<file path="src/rtl/bird_move_ctrl.sv">
// Bird motion control: turns the raw button and crash flag into clean one-cycle
// flap (in) and gravity (fall) pulses for the bird cells, gated by a WAIT/RUN/DEAD phase FSM.
module bird_move_ctrl #(
  parameter int FALL_PERIOD = 25_000_000,
  parameter int CNT_W       = 25
) (
  input  logic clk,
  input  logic reset,
  input  logic btn,
  input  logic crash,
  output logic in,
  output logic fall,
  output logic running
);

  typedef enum logic [1:0] {
    ST_WAIT,
    ST_RUN,
    ST_DEAD
  } state_t;

  localparam logic [CNT_W-1:0] LAST_CNT = CNT_W'(FALL_PERIOD - 1);

  state_t           r_state;
  logic             r_s1;
  logic             r_s2;
  logic             r_s3;
  logic             r_v1;
  logic             r_v2;
  logic             r_armed;
  logic [CNT_W-1:0] r_cnt;
  logic             r_in;
  logic             r_fall;
  logic             r_running;
  logic             w_press;

  assign w_press = r_armed & r_s2 & ~r_s3;

  // r_v1/r_v2 mark that r_s2 holds a real post-reset button sample, so a button
  // held through reset cannot arm the edge detector off the cleared synchroniser.
  always_ff @(posedge clk) begin
    if (reset) begin
      r_s1    <= 1'b0;
      r_s2    <= 1'b0;
      r_s3    <= 1'b0;
      r_v1    <= 1'b0;
      r_v2    <= 1'b0;
      r_armed <= 1'b0;
    end else begin
      r_s1 <= btn;
      r_s2 <= r_s1;
      r_s3 <= r_s2;
      r_v1 <= 1'b1;
      r_v2 <= r_v1;
      if (r_v2 && !r_s2) r_armed <= 1'b1;
    end
  end

  always_ff @(posedge clk) begin
    if (reset) begin
      r_state   <= ST_WAIT;
      r_cnt     <= '0;
      r_in      <= 1'b0;
      r_fall    <= 1'b0;
      r_running <= 1'b0;
    end else begin
      r_in   <= 1'b0;
      r_fall <= 1'b0;
      case (r_state)
        ST_WAIT: begin
          r_cnt <= '0;
          if (w_press) begin
            r_in      <= 1'b1;
            r_state   <= ST_RUN;
            r_running <= 1'b1;
          end
        end
        ST_RUN: begin
          // Crash beats a flap, and a flap beats a coincident gravity tick.
          if (crash) begin
            r_cnt     <= '0;
            r_state   <= ST_DEAD;
            r_running <= 1'b0;
          end else if (w_press) begin
            r_in  <= 1'b1;
            r_cnt <= '0;
          end else if (r_cnt == LAST_CNT) begin
            r_fall <= 1'b1;
            r_cnt  <= '0;
          end else begin
            r_cnt <= r_cnt + 1'b1;
          end
        end
        default: begin
          r_cnt     <= '0;
          r_running <= 1'b0;
        end
      endcase
    end
  end

  assign in      = r_in;
  assign fall    = r_fall;
  assign running = r_running;

endmodule

</file>
<file path="config.mk">
export PLATFORM = sky130hd
export DESIGN_NAME = bird_move_ctrl
export DESIGN_NICKNAME = d
export VERILOG_FILES = /design/src/rtl/bird_move_ctrl.sv
export SDC_FILE = /design/constraint.sdc
export NUM_CORES = 1
export LEC_CHECK = 0
export CAP_MARGIN = 0
export CORE_MARGIN = 5
export CORE_UTILIZATION = 58
export DETAILED_ROUTE_END_ITERATION = 10
export GPL_TIMING_DRIVEN = 1
export PLACE_DENSITY = 0.77
export SYNTH_ARGS = -nofsm -noshare
export SYNTH_HDL_FRONTEND = slang
export SYNTH_SLANG_ARGS = --single-unit
</file>
<file path="constraint.sdc">
create_clock -name clk -period 1.94 [get_ports clk]
set_input_delay 0.291 -clock clk [delete_from_list [all_inputs] [get_ports clk]]
set_output_delay 0.291 -clock clk [all_outputs]
set_load 0.01 [all_outputs]
</file>
# After elaboration in Yosys (flattened, before gate mapping)
# Cells that the tools add are included.
# Widths: inputs -> output; s select.
[op_classes] add_sub_neg=1 eq_ne=4 n_mux=11 n_bitwise=4 n_reduce_logical=8
[op_table] operator="$add 25x1->25 const B" n=1
[op_table] operator="$eq 25x25->1 const B" n=1
[op_table] operator="$mux 1" n=6
[op_table] operator="$reduce_or 5->1" n=1
[op_table] operator="$mux 2" n=2
[op_table] operator="$ne 2x2->1 const B" n=2
[op_table] operator="$pmux 1 s2" n=2
[op_table] operator="$pmux 2 s2" n=1
[op_table] operator="$reduce_or 4->1" n=1
[op_table] operator="$reduce_and 3->1" n=1
[op_table] operator="$and 1x1->1" n=2
[op_table] operator="$eq 2x1->1 const B" n=1
[op_table] operator="$logic_not 2->1" n=1
[op_table] operator="$not 1->1" n=2
[op_table] operator="$reduce_and 2->1" n=1
[op_table] operator="$reduce_bool 2->1" n=1
[op_table] operator="$logic_and 1x1->1" n=1
[op_table] operator="$logic_not 1->1" n=1
[totals] regBits=36 in_bits=4 output_inout_bits=3 wordCells=39

# Depth between registers and ports, before layout
# Gate-level depths: netlist of the first run.
[depth] ltp_word=5 depth_mapped=7 mapped_depth_nobuf=5

# Worst setup path before layout of the first run
# OpenSTA, ideal clock, no wires.
[synth_path] kind="register to register" startpoint="reg r_cnt[0]" endpoint="reg r_cnt[23]" setup_time_ps=122 arrival_ps=1584 required_time_ps=1818 slack_ps=234 path_stages_with_launch=8 path_buffers=2 period_less_slack_ps=1706 cell_sequence="dfxtp_1 > ha_1 > and3_1 > buf_4 > nand3_1 > o31ai_4 > buf_4 > a21oi_1"
[synth_via] elab_chain_cells=2 elab_cells_between_ends=3 classes_between="add/sub (1); eq/ne (1); reduce/logical (1)"
[synth_lines] element="start, declared" line_no="31" text="logic [CNT_W-1:0] r_cnt;"
[synth_lines] element="start signal, assigned" line_no="91" text="r_cnt <= r_cnt + 1'b1;"
[synth_lines] element="branches (longest 2 deep; another with $add 25x1->25)"
# Several ways; the timed one is not identified.
# A chain may end at the register's enable or synchronous reset.

# Final worst setup path of the first run
[layout_path] startpoint="reg r_cnt[0]" endpoint="reg r_cnt[2]"
# The elaborated chain is that of the path after synthesis.

==> results of run 1 <==
## layout make-up
| type | instances | area [um^2] | area share |
|---|---|---|---|
| Sequential cell | 36 | 721 | 0.434 |
| Inverter | 7 | 26.3 | 0.0158 |
| Multi-Input combinational cell | 114 | 714 | 0.431 |
| Clock buffer | 7 | 55.1 | 0.0332 |
| Tap cell | 30 | 37.5 | 0.0226 |
| Clock inverter | 1 | 7.51 | 0.00452 |
| Timing Repair Buffer | 11 | 97.6 | 0.0588 |
## metal layers
| metal | vias up | part of all wire |
|---|---|---|
| met5 | - | 0 |
| met4 | 0 | 0.021 |
| met3 | 9 | 0.054 |
| met2 | 22 | 0.46 |
| met1 | 562 | 0.46 |
| li1 | 595 | - |
## cells in the final DEF, fill, tap and decap left out
cell / instances
and4_1: 6
nor3_1: 2
o31ai_4: 1
nand4_2: 1
and2_1: 2
nand2_1: 6
ha_1: 1
o31ai_1: 1
or4_4: 1
buf_4: 5
clkbuf_8: 1
dfxtp_1: 36
and4b_1: 1
nand4_4: 1
xnor2_1: 3
nor4_1: 1
nand3_1: 6
inv_1: 7
nor2_1: 22
nand4b_1: 1
xor2_1: 11
nand4_1: 8
nand3b_1: 1
and3_1: 3
or3_1: 9
clkdlybuf4s50_1: 6
a21oi_2: 1
a21oi_1: 13
clkbuf_4: 5
clkinvlp_4: 1
o21ai_0: 9
clkbuf_1: 1
nor2b_1: 3
## registers in the layout, indices dropped and copies added (netlist names)
name	cells
r_cnt	25
r_state	2
fall	1
in	1
r_armed	1
r_s1	1
r_s2	1
r_s3	1
r_v1	1
r_v2	1
running	1
## where the power goes
part / switching [mW] / internal, mW / leakage [nW]
Sequential: 0.00344 / 0.746 / 0.291
Clock: 0.238 / 0.177 / 0.0315
Combinational: 0.0103 / 0.0136 / 0.240
Total: 0.251 / 0.937 / 0.562
## worst paths after layout
check	from	to	slack, ps	cells past startpoint
worst min register to register	r_s1	r_s2	450	1
worst min-delay path	r_s1	r_s2	450	1
worst max-delay path	r_cnt[0]	r_cnt[2]	170	6
worst max register to register	r_cnt[0]	r_cnt[2]	170	6
## worst register-to-register path, stage by stage (launching register included)
cell and delay [ps]:
dfxtp_1 380, ha_1 200, and3_1 250, nand3_1 210, o31ai_4 310, buf_4 240, nor2_1 80
## cell families after synthesis
group	Yosys count
flip-flops	36
AO/OA/AOI/OAI	25
XOR/XNOR	14
AND/OR/NAND/NOR	74
buffers and inverters	14
adder cells (fa/ha/maj)	1
## stage by stage
step | utilization | power, mW
2_1_floorplan | - | 0.778
3_3_place_gp | 0.644 | 0.790
3_5_place_dp | 0.644 | 0.791
4_1_cts | 0.670 | 1.21
5_1_grt | 0.670 | 1.25
6_report | 0.670 | 1.19
==> impl_metrics.env, run 1 <==
export IMPL_place_gp_congestion=0.815
export IMPL_final_cells=206
export IMPL_cts_path_max_buffers=2
export IMPL_grt_use_total=0.170
export IMPL_status="completed"
export IMPL_fillers=208
export IMPL_synth_edf_count=0
export IMPL_met1_usage=0.206
export IMPL_yosysSeqAreaShare=0.478
export IMPL_synthMuxAreaShare=0
export IMPL_grt_use_met3=0.0702
export IMPL_cts_buffers=5
export IMPL_grt_max_degree=15
export IMPL_slew_viol_final=0
export IMPL_dp_cells=198
export IMPL_grt_pass1_wl_um=4610
export IMPL_die_y_um=61.0
export IMPL_synthTopCellsByCount="36 x dfxtp_1, 22 x nor2_1, 13 x a21oi_1"
export IMPL_crit_path_max_fanout=14
export IMPL_setup_tns_ps=0
export IMPL_drive_above_1_share=0.0966
export IMPL_antenna_found_initial=0
export IMPL_vias_per_cell=5.77
export IMPL_post_place_ws_ps=175
export IMPL_avgSynthCellArea_um2=9.19
export IMPL_synth_seq_cells=36
export IMPL_cp_start_kind="register"
export IMPL_gr_usage_met2=0.263
export IMPL_syn_num_nets=169
export IMPL_yosys_top_cells_area="dfxtp_1 48%, xor2_1 6.4%, nor2_1 5.5%, a21oi_1 4.3%, or3_1 3.7%"
export IMPL_ios=7
export IMPL_fp_dieArea_um2=3720
export IMPL_hold_viol_final=0
export IMPL_grt_overflow=0
export IMPL_arrival_ps=2000
export IMPL_setup_violations=0
export IMPL_drt_iter0_drc=53
export IMPL_cpLargestDelayFamily="simple AND/OR/NAND/NOR gates"
export IMPL_syn_area_um2=1510
export IMPL_synth_area_leader_cell="dfxtp_1"
export IMPL_drtAntennaViolNets=0
export IMPL_path_clk_slew_ps=100
export IMPL_setup_worst_path_end_class="register"
export IMPL_grt_pass1_vias=1091
export IMPL_yosys_area_top_type_share=0.478
export IMPL_clk_latency_ps=340
export IMPL_slew_headroom=0.811
export IMPL_synth_top_family_by_area="simple AND/OR/NAND/NOR gates"
export IMPL_wl_um=2600
export IMPL_power_density_nw_per_um2=717
export IMPL_cp_num_buf_inv=1
export IMPL_finalInstanceArea_um2=1660
export IMPL_worst_pin_slew_ps=283
export IMPL_dr_pass1_iters=4
export IMPL_peakVddDrop_uv=588
export IMPL_num_nets_final=180
export IMPL_max_cap_violations=0
export IMPL_synth_main_ff_cell="dfxtp_1"
export IMPL_place_area_um2=1600
export IMPL_root_buffer="clkbuf_4"
export IMPL_cts_sinks=36
export IMPL_post_route_period_util=0.910
export IMPL_dp_hpwl_um=1880
export IMPL_crit_type="register to register"
export IMPL_hold_buffers=0
export IMPL_yosys_area_share_simple=0.286
export IMPL_h_tree_depth=2
export IMPL_worstPathCellList="ha_1, and3_1, nand3_1, o31ai_4, buf_4, nor2_1"
export IMPL_ctsResizeCount=0
export IMPL_synth_compound_area_frac=0.0979
export IMPL_grt_busiest_layer="met2"
export IMPL_async_flop_share=0
export IMPL_io_buffers=6
export IMPL_cts_setup_buffers=0
export IMPL_routedWlPerCell_um=12.6
export IMPL_n_antenna_cell=0
export IMPL_initial_core_util=0.609
export IMPL_route_detailed_drc=0
export IMPL_yosysMostFrequentCell="dfxtp_1"
export IMPL_synthAdderAreaFrac=0.00830
export IMPL_vias=1188
export IMPL_ys_warn_count=0
export IMPL_cts_tree="yes"
export IMPL_die_width_um=61.0
export IMPL_fp_row_count=18
export IMPL_worst_slack_ps=174
export IMPL_required_ps=2170
export IMPL_max_stage_delay_ps=380
export IMPL_fin_skew_ps=14.2
export IMPL_max_freq_mhz=566
export IMPL_synth_cells=164
export IMPL_fin_hold_ws_ps=448
export IMPL_fp_coreArea_um2=2480
export IMPL_area_growth_pct=10.0
export IMPL_synthDistinctLibCells=31
export IMPL_rsz0062_at_grt="false"
export IMPL_leakage_nw=0.562
export IMPL_hold_path_class="register to register"
export IMPL_period_needed_ps=1770
export IMPL_synth_xor_area_share=0.0813
export IMPL_critPathSlowestCell="dfxtp_1"
Note: power is estimated with default switching activity, not from simulation.
==> run 2: changes to the inputs <==
- CELL_PAD_IN_SITES_DETAIL_PLACEMENT: unset -> 1
- CELL_PAD_IN_SITES_GLOBAL_PLACEMENT: unset -> 2
- CORE_ASPECT_RATIO: unset -> 0.5
- CORE_UTILIZATION: 58 -> 37
- PLACE_DENSITY: 0.77 -> unset
- PLACE_DENSITY_LB_ADDON: unset -> 0.1
==> impl_metrics.env, run 2 (synthesized netlist as in run 1, its figures left out) <==
export IMPL_peakVddDrop_uv=372
export IMPL_n_antenna_cell=0
export IMPL_slew_headroom=0.769
export IMPL_power_density_nw_per_um2=809
export IMPL_fin_skew_ps=5.67
export IMPL_finalInstanceArea_um2=1770
export IMPL_setup_violations=0
export IMPL_dp_cells=224
export IMPL_grt_max_degree=19
export IMPL_cts_buffers=5
export IMPL_final_cells=232
export IMPL_grt_use_total=0.130
export IMPL_post_route_period_util=0.926
export IMPL_final_common_cell="dfxtp_1"
export IMPL_grt_pass1_wl_um=5500
export IMPL_antenna_found_initial=0
export IMPL_hold_path_class="register to register"
export IMPL_setup_tns_ps=0
export IMPL_clk_latency_ps=290
export IMPL_root_buffer="clkbuf_8"
export IMPL_postLayoutCoreUtil=0.450
export IMPL_cts_path_max_buffers=2
export IMPL_path_clk_slew_ps=80
export IMPL_dr_pass1_iters=4
export IMPL_grt_pass1_vias=1276
export IMPL_ctsResizeCount=0
export IMPL_period_needed_ps=1800
export IMPL_drive_above_1_share=0.112
export IMPL_total_power_mw=1.43
export IMPL_reg_top3="r_cnt: 25 flops, r_state: 2 flops"
export IMPL_critical_path_cell_count=5
export IMPL_num_nets_final=182
export IMPL_min_delay_path_depth=1
export IMPL_leakage_nw=0.601
export IMPL_io_buffers=6
export IMPL_die_width_um=100
export IMPL_wl_um=3160
export IMPL_fillers=470
export IMPL_fp_dieArea_um2=5530
export IMPL_arrival_ps=2020
export IMPL_slew_viol_final=0
export IMPL_largest_reg_flops=25
export IMPL_die_y_um=55.1
export IMPL_setup_worst_path_end_class="register"
export IMPL_initial_core_util=0.384
export IMPL_fp_coreArea_um2=3920
export IMPL_final_cell_mix="36 x dfxtp_1, 22 x nor2_1, 13 x a21oi_1"
export IMPL_rr_worst_depth=5
export IMPL_status="completed"
export IMPL_grt_overflow=0
export IMPL_max_stage_delay_ps=520
export IMPL_critPathSlowestCell="or4_4"
export IMPL_route_detailed_drc=0
export IMPL_crit_path_max_fanout=10
export IMPL_place_area_um2=1650
export IMPL_cp_start_kind="register"
export IMPL_h_tree_depth=2
export IMPL_cp_num_buf_inv=0
export IMPL_cpLargestDelayFamily="simple AND/OR/NAND/NOR gates"
export IMPL_cts_sinks=36
export IMPL_cts_tree="yes"
export IMPL_worst_pin_slew_ps=343
export IMPL_worstPathCellList="ha_1, and3_1, nand4_4, or4_4, a21oi_2"
export IMPL_max_cap_violations=0
export IMPL_crit_type="register to register"
export IMPL_drt_iter0_drc=23
export IMPL_vias=1213
export IMPL_dp_hpwl_um=2330
export IMPL_vias_per_cell=5.23
export IMPL_fp_row_count=16
export IMPL_hold_viol_final=0
export IMPL_drtAntennaViolNets=0
export IMPL_area_growth_pct=17.1
export IMPL_top_register="r_cnt"
export IMPL_max_freq_mhz=557
export IMPL_ios=7
export IMPL_required_ps=2170
export IMPL_place_gp_congestion=0.723
export IMPL_cts_setup_buffers=0
export IMPL_rsz0062_at_grt="false"
export IMPL_hold_buffers=0
export IMPL_routedWlPerCell_um=13.6
-- run 2: changes by cell type in the layout (fill, tap and decap cells not counted) --
cell,change
clkbuf_4,-5
clkbuf_8,+4
buf_12,+1
buf_4,+1
bufinv_16,+1
clkbuf_1,-1
clkinv_2,+1
-- run 2: final timing paths --
check / start / endpoint / slack [ps]
worst max-delay path: r_cnt[0] / r_cnt[24] / 140
worst min-delay path: r_s1 / r_s2 / 460
worst max register to register: r_cnt[0] / r_cnt[24] / 140
worst min register to register: r_s1 / r_s2 / 460
-- run 2: cell type report --
class                      count  area (um^2)  share of cell area
clock inverter                 3         42.5              0.0241
inverter                       7         26.3              0.0149
clock buffer                   5         68.8              0.0390
timing repair buffer          13          125              0.0709
sequential                    36          721               0.408
tap                           54         67.6              0.0383
multi-input combinational    114          714               0.405
-- run 2: per-stage QoR --
step	hold WS [ps]	setup WS [ps]
after global placement	420	226
after detailed placement	447	164
final	455	143
after floorplan	414	234
after CTS	460	123
after global routing	474	3.47
-- run 2: worst register-to-register path, stage by stage (launching register included) --
cell and delay, ps:
dfxtp_1 380, ha_1 200, and3_1 310, nand4_4 190, or4_4 520, a21oi_2 140
-- run 2: metal layers --
layer  share of wire  track usage
met4           0.014       0.0537
met3           0.039       0.0388
met2            0.45        0.231
met5               0            0
met1            0.50        0.152
-- run 2: where the power goes --
| part | internal, mW | switching [mW] |
|---|---|---|
| registers | 0.746 | 0.00391 |
| logic | 0.0138 | 0.0104 |
| clock network | 0.380 | 0.274 |
==> run 3: changes to the inputs <==
- REMOVE_ABC_BUFFERS: unset -> 1
==> impl_metrics.env, run 3 (synthesized netlist as in run 1, its figures left out) <==
export IMPL_status="completed"
export IMPL_drive_above_1_share=0.108
export IMPL_total_power_mw=1.43
export IMPL_largest_reg_flops=25
export IMPL_max_freq_mhz=553
export IMPL_cts_buffers=5
export IMPL_ios=7
export IMPL_routedWlPerCell_um=13.4
export IMPL_clockPowerShare=0.460
export IMPL_cp_start_kind="register"
export IMPL_met1Wirelength_um=1640
export IMPL_required_ps=2170
export IMPL_vias=1165
export IMPL_cts_sinks=36
export IMPL_cts_path_max_buffers=2
export IMPL_vias_per_cell=5.07
export IMPL_top_register="r_cnt"
export IMPL_p_switching_uw=294
export IMPL_cts_tree="yes"
export IMPL_max_stage_delay_ps=520
export IMPL_cpLargestDelayFamily="simple AND/OR/NAND/NOR gates"
export IMPL_met2WireLength_um=1270
export IMPL_rsz0062_at_grt="false"
export IMPL_n_antenna_cell=0
export IMPL_final_cells=230
export IMPL_drt_iter0_drc=13
export IMPL_area_growth_pct=15.4
export IMPL_crit_type="register to register"
export IMPL_fin_hold_ws_ps=447
export IMPL_route_detailed_drc=0
export IMPL_worst_slack_ps=133
export IMPL_power_density_nw_per_um2=825
export IMPL_arrival_ps=2040
export IMPL_die_y_um=55.1
export IMPL_clk_latency_ps=290
export IMPL_worstPathCellList="ha_1, and3_2, buf_4, nand4_4, or4_4, a21oi_2"
export IMPL_critPathSlowestCell="or4_4"
export IMPL_fin_skew_ps=6.07
export IMPL_period_needed_ps=1810
export IMPL_grt_pass1_wl_um=5440
export IMPL_dp_cells=222
export IMPL_grt_use_total=0.128
export IMPL_post_place_ws_ps=101
export IMPL_peakVddDrop_uv=306
export IMPL_swShare=0.205
export IMPL_fp_dieArea_um2=5530
export IMPL_root_buffer="clkbuf_8"
export IMPL_fillers=467
export IMPL_num_nets_final=180
export IMPL_hold_viol_final=0
export IMPL_reg_top3="r_cnt: 25 flops, r_state: 2 flops"
export IMPL_setup_worst_path_end_class="register"
export IMPL_setup_violations=0
export IMPL_dp_hpwl_um=2240
export IMPL_seqPwrFrac=0.523
export IMPL_place_gp_congestion=0.712
export IMPL_antenna_found_initial=0
export IMPL_final_common_cell="dfxtp_1"
export IMPL_place_area_um2=1630
export IMPL_cts_setup_buffers=0
export IMPL_grt_pass1_vias=1194
export IMPL_post_route_period_util=0.932
export IMPL_drtAntennaViolNets=0
export IMPL_path_clk_slew_ps=80
export IMPL_io_buffers=6
export IMPL_slew_viol_final=0
export IMPL_crit_path_max_fanout=10
export IMPL_fp_row_count=16
export IMPL_setup_tns_ps=0
export IMPL_grt_overflow=0
export IMPL_initial_core_util=0.384
export IMPL_comb_power_share=0.017
export IMPL_die_width_um=100
export IMPL_ctsResizeCount=0
export IMPL_hold_path_class="register to register"
export IMPL_cp_num_buf_inv=1
export IMPL_finalInstanceArea_um2=1740
export IMPL_internal_power_mw=1.14
export IMPL_h_tree_depth=2
export IMPL_met3_length_um=137
export IMPL_fp_coreArea_um2=3920
export IMPL_hold_buffers=0
export IMPL_final_cell_mix="36 x dfxtp_1, 22 x nor2_1, 13 x a21oi_1"
export IMPL_dr_pass1_iters=3
export IMPL_slew_headroom=0.796
export IMPL_max_cap_violations=0
export IMPL_leakage_nw=0.585
export IMPL_wl_um=3080
export IMPL_grt_max_degree=15
export IMPL_top_layer="met4"
export IMPL_postLayoutCoreUtil=0.443
export IMPL_worst_pin_slew_ps=307
[run 3: cell count changes in the layout (fill, tap and decap cells not counted)]
| cell | before | now |
|---|---|---|
| and3_1 | 3 | 2 |
| and3_2 | 0 | 1 |
| buf_12 | 1 | 0 |
| buf_4 | 6 | 5 |
[run 3: power by group through the flow]
stage | Sequential (mW) | Combinational, mW | Clock [mW]
after floorplan | 0.767 | 0.00923 | 0
after global placement | 0.767 | 0.0241 | 0
after detailed placement | 0.768 | 0.0245 | 0
after CTS | 0.750 | 0.0247 | 0.683
after global routing | 0.751 | 0.0275 | 0.711
final | 0.750 | 0.0242 | 0.660
[run 3: routing by layer]
layer / track usage / vias to the layer above
met3: 0.0476 / 5
met4: 0.0470 / 0
met1: 0.159 / 558
met5: 0 / -
met2: 0.208 / 10
li1: - / 592
[run 3: final cells by class]
type                    instances  area [um^2]  area share
inverters                       7         26.3      0.0151
multi-input cells             114          716       0.412
repair buffers                 11         97.6      0.0561
flip-flops and latches         36          721       0.414
clock buffers                   5         68.8      0.0396
clock inverters                 3         42.5      0.0245
well taps                      54         67.6      0.0388
[run 3: final timing paths]
kind                            startpoint   endpoint  slack [ps]  cells after the start
worst min-delay path                  r_v1       r_v2         450                      1
worst min register to register        r_v1       r_v2         450                      1
worst max register to register    r_cnt[0]  r_cnt[24]         130                      6
worst max-delay path              r_cnt[0]  r_cnt[24]         130                      6
[run 3: worst register-to-register path: cells and delay by family, from the launching register on]
kind            cells  cell delay [ps]
compound gates      1              130
fa+ha+maj           1              200
buf+inv             1              150
flops               1              380
simple gates        3              890
